--- src/rtl/read_control_pkg.sv ---
// Shared constants and output-buffer state encoding for the synchronous FIFO read side.
package read_control_pkg;
    localparam int FIFO_DEPTH      = 8;
    localparam int FIFO_DATA_WIDTH = 8;

    typedef enum logic [1:0] {
        RB_EMPTY = 2'd0,
        RB_ONE   = 2'd1,
        RB_TWO   = 2'd2
    } rb_state_t;
endpackage

--- src/rtl/read_out_buffer.sv ---
// Two-entry head+skid output register pair; out_data is the head, skid holds the next word.
module read_out_buffer
    import read_control_pkg::*;
#(
    parameter int DATA_WIDTH = FIFO_DATA_WIDTH
) (
    input  logic                  clk,
    input  logic                  reset,
    input  logic                  in_valid,
    input  logic [DATA_WIDTH-1:0] in_data,
    output logic                  out_valid,
    output logic [DATA_WIDTH-1:0] out_data,
    input  logic                  out_ready,
    output logic [1:0]            count
);
    rb_state_t             state;
    logic [DATA_WIDTH-1:0] skid;
    logic                  pop;

    assign pop   = out_valid && out_ready;
    assign count = state;

    always_ff @(posedge clk or posedge reset) begin
        if (reset) begin
            state     <= RB_EMPTY;
            out_valid <= 1'b0;
            out_data  <= '0;
            skid      <= '0;
        end else begin
            case (state)
                RB_EMPTY: begin
                    if (in_valid) begin
                        out_data  <= in_data;
                        out_valid <= 1'b1;
                        state     <= RB_ONE;
                    end
                end
                RB_ONE: begin
                    if (in_valid && pop) begin
                        out_data <= in_data;
                    end else if (in_valid) begin
                        skid  <= in_data;
                        state <= RB_TWO;
                    end else if (pop) begin
                        out_valid <= 1'b0;
                        state     <= RB_EMPTY;
                    end
                end
                RB_TWO: begin
                    if (pop) begin
                        out_data <= skid;
                        if (in_valid) begin
                            skid <= in_data;
                        end else begin
                            state <= RB_ONE;
                        end
                    end
                end
                default: begin
                    state     <= RB_EMPTY;
                    out_valid <= 1'b0;
                end
            endcase
        end
    end

    // The issue logic never lets a third word arrive while both slots are held.
    assert property (@(posedge clk) disable iff (reset)
        !(state == RB_TWO && in_valid && !out_ready));
endmodule

--- src/rtl/read_control.sv ---
// Read-side FIFO controller: empty detection, read issue to a 1-cycle memory, FWFT output.
module read_control
    import read_control_pkg::*;
#(
    parameter int MEM_DEPTH  = FIFO_DEPTH,
    parameter int DATA_WIDTH = FIFO_DATA_WIDTH,
    parameter int ADDR_WIDTH = $clog2(MEM_DEPTH)
) (
    input  logic                  clk,
    input  logic                  reset,
    input  logic [ADDR_WIDTH:0]   wr_addr,
    input  logic [DATA_WIDTH-1:0] mem_rdata,
    input  logic                  rd_ready,
    output logic                  rd_en,
    output logic [ADDR_WIDTH:0]   rd_addr,
    output logic                  rd_valid,
    output logic [DATA_WIDTH-1:0] rd_data,
    output logic                  mem_empty,
    output logic                  fifo_empty
);
    localparam int PW = ADDR_WIDTH + 1;

    logic       inflight;
    logic [1:0] buf_cnt;
    logic       pop;
    logic [2:0] occ_after;

    assign pop        = rd_valid && rd_ready;
    assign mem_empty  = (wr_addr == rd_addr);
    assign fifo_empty = mem_empty && !inflight && (buf_cnt == 2'd0);

    // Occupancy left after this cycle's pop; a read is only issued if its word has a slot.
    assign occ_after = 3'(buf_cnt) + 3'(inflight) - 3'(pop);
    assign rd_en     = !mem_empty && (occ_after < 3'd2);

    always_ff @(posedge clk or posedge reset) begin
        if (reset) begin
            rd_addr  <= '0;
            inflight <= 1'b0;
        end else begin
            inflight <= rd_en;
            if (rd_en) begin
                rd_addr <= rd_addr + PW'(1);
            end
        end
    end

    read_out_buffer #(
        .DATA_WIDTH (DATA_WIDTH)
    ) u_out_buf (
        .clk       (clk),
        .reset     (reset),
        .in_valid  (inflight),
        .in_data   (mem_rdata),
        .out_valid (rd_valid),
        .out_data  (rd_data),
        .out_ready (rd_ready),
        .count     (buf_cnt)
    );
endmodule
--- config.mk ---
export PLATFORM = sky130hd
export DESIGN_NAME = read_control
export DESIGN_NICKNAME = d
export VERILOG_FILES = /design/src/rtl/read_control_pkg.sv /design/src/rtl/read_out_buffer.sv /design/src/rtl/read_control.sv
export SDC_FILE = /design/constraint.sdc
export NUM_CORES = 1
export LEC_CHECK = 0
export ABC_AREA = 1
export CAP_MARGIN = 20
export CORE_MARGIN = 2
export CORE_UTILIZATION = 45
export CTS_CLUSTER_SIZE = 14
export DETAILED_ROUTE_END_ITERATION = 10
export PLACE_DENSITY_LB_ADDON = 0.12
export REMOVE_ABC_BUFFERS = 1
export SLEW_MARGIN = 15
export SYNTH_ARGS = -nofsm -noshare
export SYNTH_HDL_FRONTEND = slang
export SYNTH_SLANG_ARGS = --single-unit
--- constraint.sdc ---
create_clock -name clk -period 2.99 [get_ports clk]
set_input_delay 0.598 -clock clk [delete_from_list [all_inputs] [get_ports clk]]
set_output_delay 0.598 -clock clk [all_outputs]
set_load 0.1 [all_outputs]
* After elaboration in Yosys (flattened, before gate mapping)
Cells that the tools add are included.
** Operators by class
- Order comparisons :: 1
- Bitwise operators :: 1
- Reduce and logical (&&, ||, !) cells :: 14
- Multipliers :: 0
- Divide/modulo/power cells :: 0
- Shift operators :: 0
- Mux-type cells :: 20
- Eq/ne operators :: 11
- Add/subtract/negate cells :: 3
** Operators with widths (count)
- $mux 8 :: 6
- $pmux 8 s3 :: 1
- $pmux 8 s2 :: 1
- $mux 2 :: 6
- $ne 2x2->1 const B :: 6
- $reduce_and 5->1 :: 2
- $pmux 2 s3 :: 1
- $logic_and 1x1->1 :: 5
- $add 4x1->4 const B :: 1
- $eq 4x4->1 :: 1
- $mux 1 :: 4
- $reduce_and 4->1 :: 1
- $add 2x1->3 :: 1
- $lt 3x2->1 const B :: 1
- $ne 3x3->1 const B :: 1
- $pmux 1 s3 :: 1
- $reduce_and 3->1 :: 1
- $reduce_bool 3->1 :: 1
- $sub 3x1->3 :: 1
- $eq 2x1->1 const B :: 1
- $eq 2x2->1 const B :: 1
- $logic_not 1->1 :: 2
- $logic_not 2->1 :: 1
- $ne 2x1->1 const B :: 1
- other kinds (2) :: 2
** Word-level totals
- Logic and storage cells :: 56
- Memories kept :: 0
- ROM bits :: 0
- Register bits after elaboration :: 24
- Output and inout bits :: 16
- RAM bits :: 0
- Input bits :: 15
- Bits in latches :: 0

* Logic depth before layout (Yosys ltp)
- Depth in word-level cells :: 5
- Gate-level depth with buffers :: 11
- Depth with buffers taken out :: 11

* Modules after synthesis
A second synthesis with hierarchy kept.
** Second synthesis, totals
- Cells, all modules :: 179
- Area total of the unflattened synthesis :: 1343.8 µm²
** By module, submodules not included
- read_out_buffer :: cells an instance 119, area an instance 924.6 µm², times used 1, sequential area each 475.5 µm²
- read_control :: cells an instance 60, area an instance 419.2 µm², times used 1, sequential area each 125.1 µm²

* Worst setup path after synthesis
OpenSTA, ideal clock, no wires.
- Path type :: reg-to-output
- Start :: register u_out_buf.out_valid
- End :: output port rd_en
- Required time :: 2.392 ns
- Path buffers :: 0
- Setup slack :: -0.691 ns
- Data arrival time :: 3.083 ns
- Stages on the path, launching flop included :: 9
- Path through :: dfrtp_1 nand2_1 nor2_1 o21ai_0 fa_1 o21ai_0 a21oi_1 nand2_1 inv_1
** On the way
- Longest elaborated chain between the ends :: 4
** Ends and longest elaborated chain
- start, declared :: line read_out_buffer.sv:11 : output logic out_valid,
- start signal, assigned :: line read_out_buffer.sv:26 : out_valid <= 1'b0;
- start signal, assigned :: line read_out_buffer.sv:34 : out_valid <= 1'b1;
- start signal, assigned :: line read_out_buffer.sv:45 : out_valid <= 1'b0;
- $logic_and 1x1->1 :: line read_control.sv:28 : assign pop = rd_valid && rd_ready;
- $sub 3x1->3 :: line read_control.sv:33 : assign occ_after = 3'(buf_cnt) + 3'(inflight) - 3'(pop);
- $lt 3x2->1 :: line read_control.sv:34 : assign rd_en = !mem_empty && (occ_after < 3'd2);
- $logic_and 1x1->1 :: line read_control.sv:34
- end, declared :: line read_control.sv:14 : output logic rd_en,
No other way between the ends.

* Final worst setup path
- Start :: input port rd_ready
- End :: output port rd_en
** On the way
- Longest elaborated chain between the ends :: 4
** Ends and longest elaborated chain
- start, declared :: line read_control.sv:13 : input logic rd_ready,
- $logic_and 1x1->1 :: line read_control.sv:28
- $sub 3x1->3 :: line read_control.sv:33
- $lt 3x2->1 :: line read_control.sv:34
- $logic_and 1x1->1 :: line read_control.sv:34
No other way between the ends.

==> results.json <==
{
  "synth_top_family_by_area": "simple AND/OR/NAND/NOR gates",
  "critPathKind": "primary input to output pin",
  "drive_above_1_share": 0.234,
  "fin_ws_ns": 0.0745,
  "cts_tree": "yes",
  "diodes": 0,
  "final_cell_mix": "nand2_1, inv_1, buf_4",
  "gp_congestion": 0.891,
  "setup_violations": 0,
  "outcome": "finished, final reports clean",
  "initialDrtViolationCount": 30,
  "routed.top_layer": "met4",
  "grt_max_degree": 25,
  "drt-met1-wl_um": 1280,
  "dpl_cell_area_um2": 1650,
  "cp_num_buf_inv": 4,
  "grt_use_total": 0.177,
  "setup.worst_path.start_class": "primary input",
  "cts.sinks": 24,
  "final_common_cell": "nand2_1",
  "fin_nets": 232,
  "initial_core_util": 0.471,
  "synth-compound-area-share": 0.143,
  "htree_levels": 1,
  "reg2regPathDepth": 14,
  "yosys.area.top_type_share": 0.466,
  "cpLargestDelayFamily": "buffers and inverters",
  "vias": 1166,
  "finalMaxSlewViolations": 0,
  "fin_crit_ns": 2.92,
  "fmax_mhz": 343,
  "critPathCaptureType": "output pin",
  "synth.avg_cell_area_um2": 7.62,
  "netlist_area_um2": 1290,
  "seqCellArea_um2": 601,
  "grt_pass1_vias": 1043,
  "synth.distinct_cells": 19,
  "finish.instance_area_um2": 1770,
  "syn_inst": 169,
  "ioPinCount": 31,
  "grt_pass1_wl_um": 4490,
  "cp_max_fo": 3,
  "hold_path_depth": 2,
  "wl_per_cell_um": 11.2,
  "core-area_um2": 2730,
  "cts_root_buffer": "clkbuf_4",
  "routed_via_density": 4.76,
  "fin_util": 0.646,
  "synthAdderAreaFrac": 0.0253,
  "wl_met3_um": 75,
  "skew_ns": 0.00203,
  "hpwl_um": 1950,
  "antenna_found_initial": 0,
  "synth.area.top_cells": "dfrtp_1, nand2_1, inv_1",
  "die_w_um": 57.5,
  "hold_viol": 0,
  "relSlewSlack": 0.409,
  "wl_met2_um": 1380,
  "dp_slack_ns": -0.152,
  "crit_path_cell_trace": "dlygate4sd2_1 > nand2_2 > nand2_1 > inv_2 > o21ai_2 > fa_1 > o21ai_0 > a21oi_1 > nand2_1 > inv_2 > buf_12",
  "clk_latency_ns": 0.31,
  "hold_class": "flip-flop to flip-flop",
  "nFillCells": 229,
  "clock_path_buffers": 2,
  "drc": 0,
  "cp_data_required_time_ns": 2.39,
  "slowest_stage": "fa_1",
  "die_area_um2": 3310,
  "yosysSeqAreaShare": 0.466,
  "yosys.area_share.xor_xnor": 0.0136,
  "die_y_um": 57.5,
  "multiInputGateArea_um2": 546,
  "slowest_delay_ns": 0.51,
  "finalWirelength_um": 2750,
  "whs_ns": 0.535,
  "tightest_slew_ns": 0.886,
  "portBuffers": 30,
  "layout_worst_path_cycle_share": 0.975,
  "cap_violations": 0,
  "numCtsBuffers": 3,
  "synth_warnings": 0,
  "cts.clk_slew.worst_paths_ns": 0.13,
  "rows": 19,
  "dr.pass1.iters": 6,
  "ys_ff_latch": 24,
  "yosys.area_share.simple": 0.231,
  "overflow": 0,
  "antenna_left": 0,
  "syn2layout_area_growth_pct": 37.2,
  "yosysTopAreaCell": "dfrtp_1",
  "cp_num_cells": 11,
  "synthMuxAreaShare": 0,
  "cp.arrival_ns": 2.32
}
## final timing paths
check | from | slack (ns) | end
max in group asynchronous | reset | 1.70 | u_out_buf.out_data[7]
worst max-delay path | rd_ready | 0.07 | rd_en
worst max register to register | u_out_buf.out_valid | 0.68 | rd_addr[3]
worst min register to register | u_out_buf.skid[7] | 0.53 | u_out_buf.skid[7]
worst min-delay path | u_out_buf.skid[7] | 0.53 | u_out_buf.skid[7]
min in group asynchronous | reset | 0.75 | rd_addr[0]
## state kept, by name (all words and copies together), names as in the netlist
signal	cells
inflight	1
rd_addr	4
u_out_buf.count	2
u_out_buf.out_data	8
u_out_buf.out_valid	1
u_out_buf.skid	8
## layer usage
| metal | GRT usage | up-vias |
|---|---|---|
| li1 | - | 610 |
| met1 | 0.241 | 538 |
| met2 | 0.292 | 16 |
| met3 | 0.0204 | 2 |
| met4 | 0.0598 | 0 |
| met5 | 0 | - |
## metrics by stage
| stage | setup TNS (ns) | instances |
|---|---|---|
| floorplan | -1.30 | 166 |
| finish | 0 | 245 |
| CTS | 0 | 243 |
| detailed placement | -0.152 | 234 |
| global placement | -0.110 | 234 |
| global route | -0.0315 | 245 |
## cell type report
class                   count  area share
clock buffers               3      0.0127
clock inverters             1      0.0170
inverters                  34      0.0722
multi-input cells         108       0.309
flip-flops and latches     24       0.340
well taps                  31      0.0220
repair buffers             44       0.227
## tightest hold or removal path, cell delays in order (launching register included)
cell     delay, ns
dfrtp_1       0.34
inv_1         0.05
o21ai_2       0.12
## synth_stat cells, drive strengths merged
cell and count:
nand2 58, inv 34, o21ai 28, dfrtp 24, nand3 9, nor2 6, a21oi 2, buf 2
xor2 2, a21boi 1, clkbuf 1, fa 1, ha 1
## timing repair
action,CTS,global route
setup endpoints to repair,1,1
setup buffers,5,2
gates resized for setup,7,1
hold buffers,0,0
pin swaps,4,1
## cells by family after synthesis
logic type               Yosys count
AND/OR/NAND/NOR                   73
adder cells (fa/ha/maj)            2
buffers and inverters             37
flip-flops                        24
AO/OA/AOI/OAI                     31
XOR/XNOR                           2
Power is left out: the tool's default activity adds up to more than one toggle a clock period on the data nets, which glitch-free logic cannot reach.
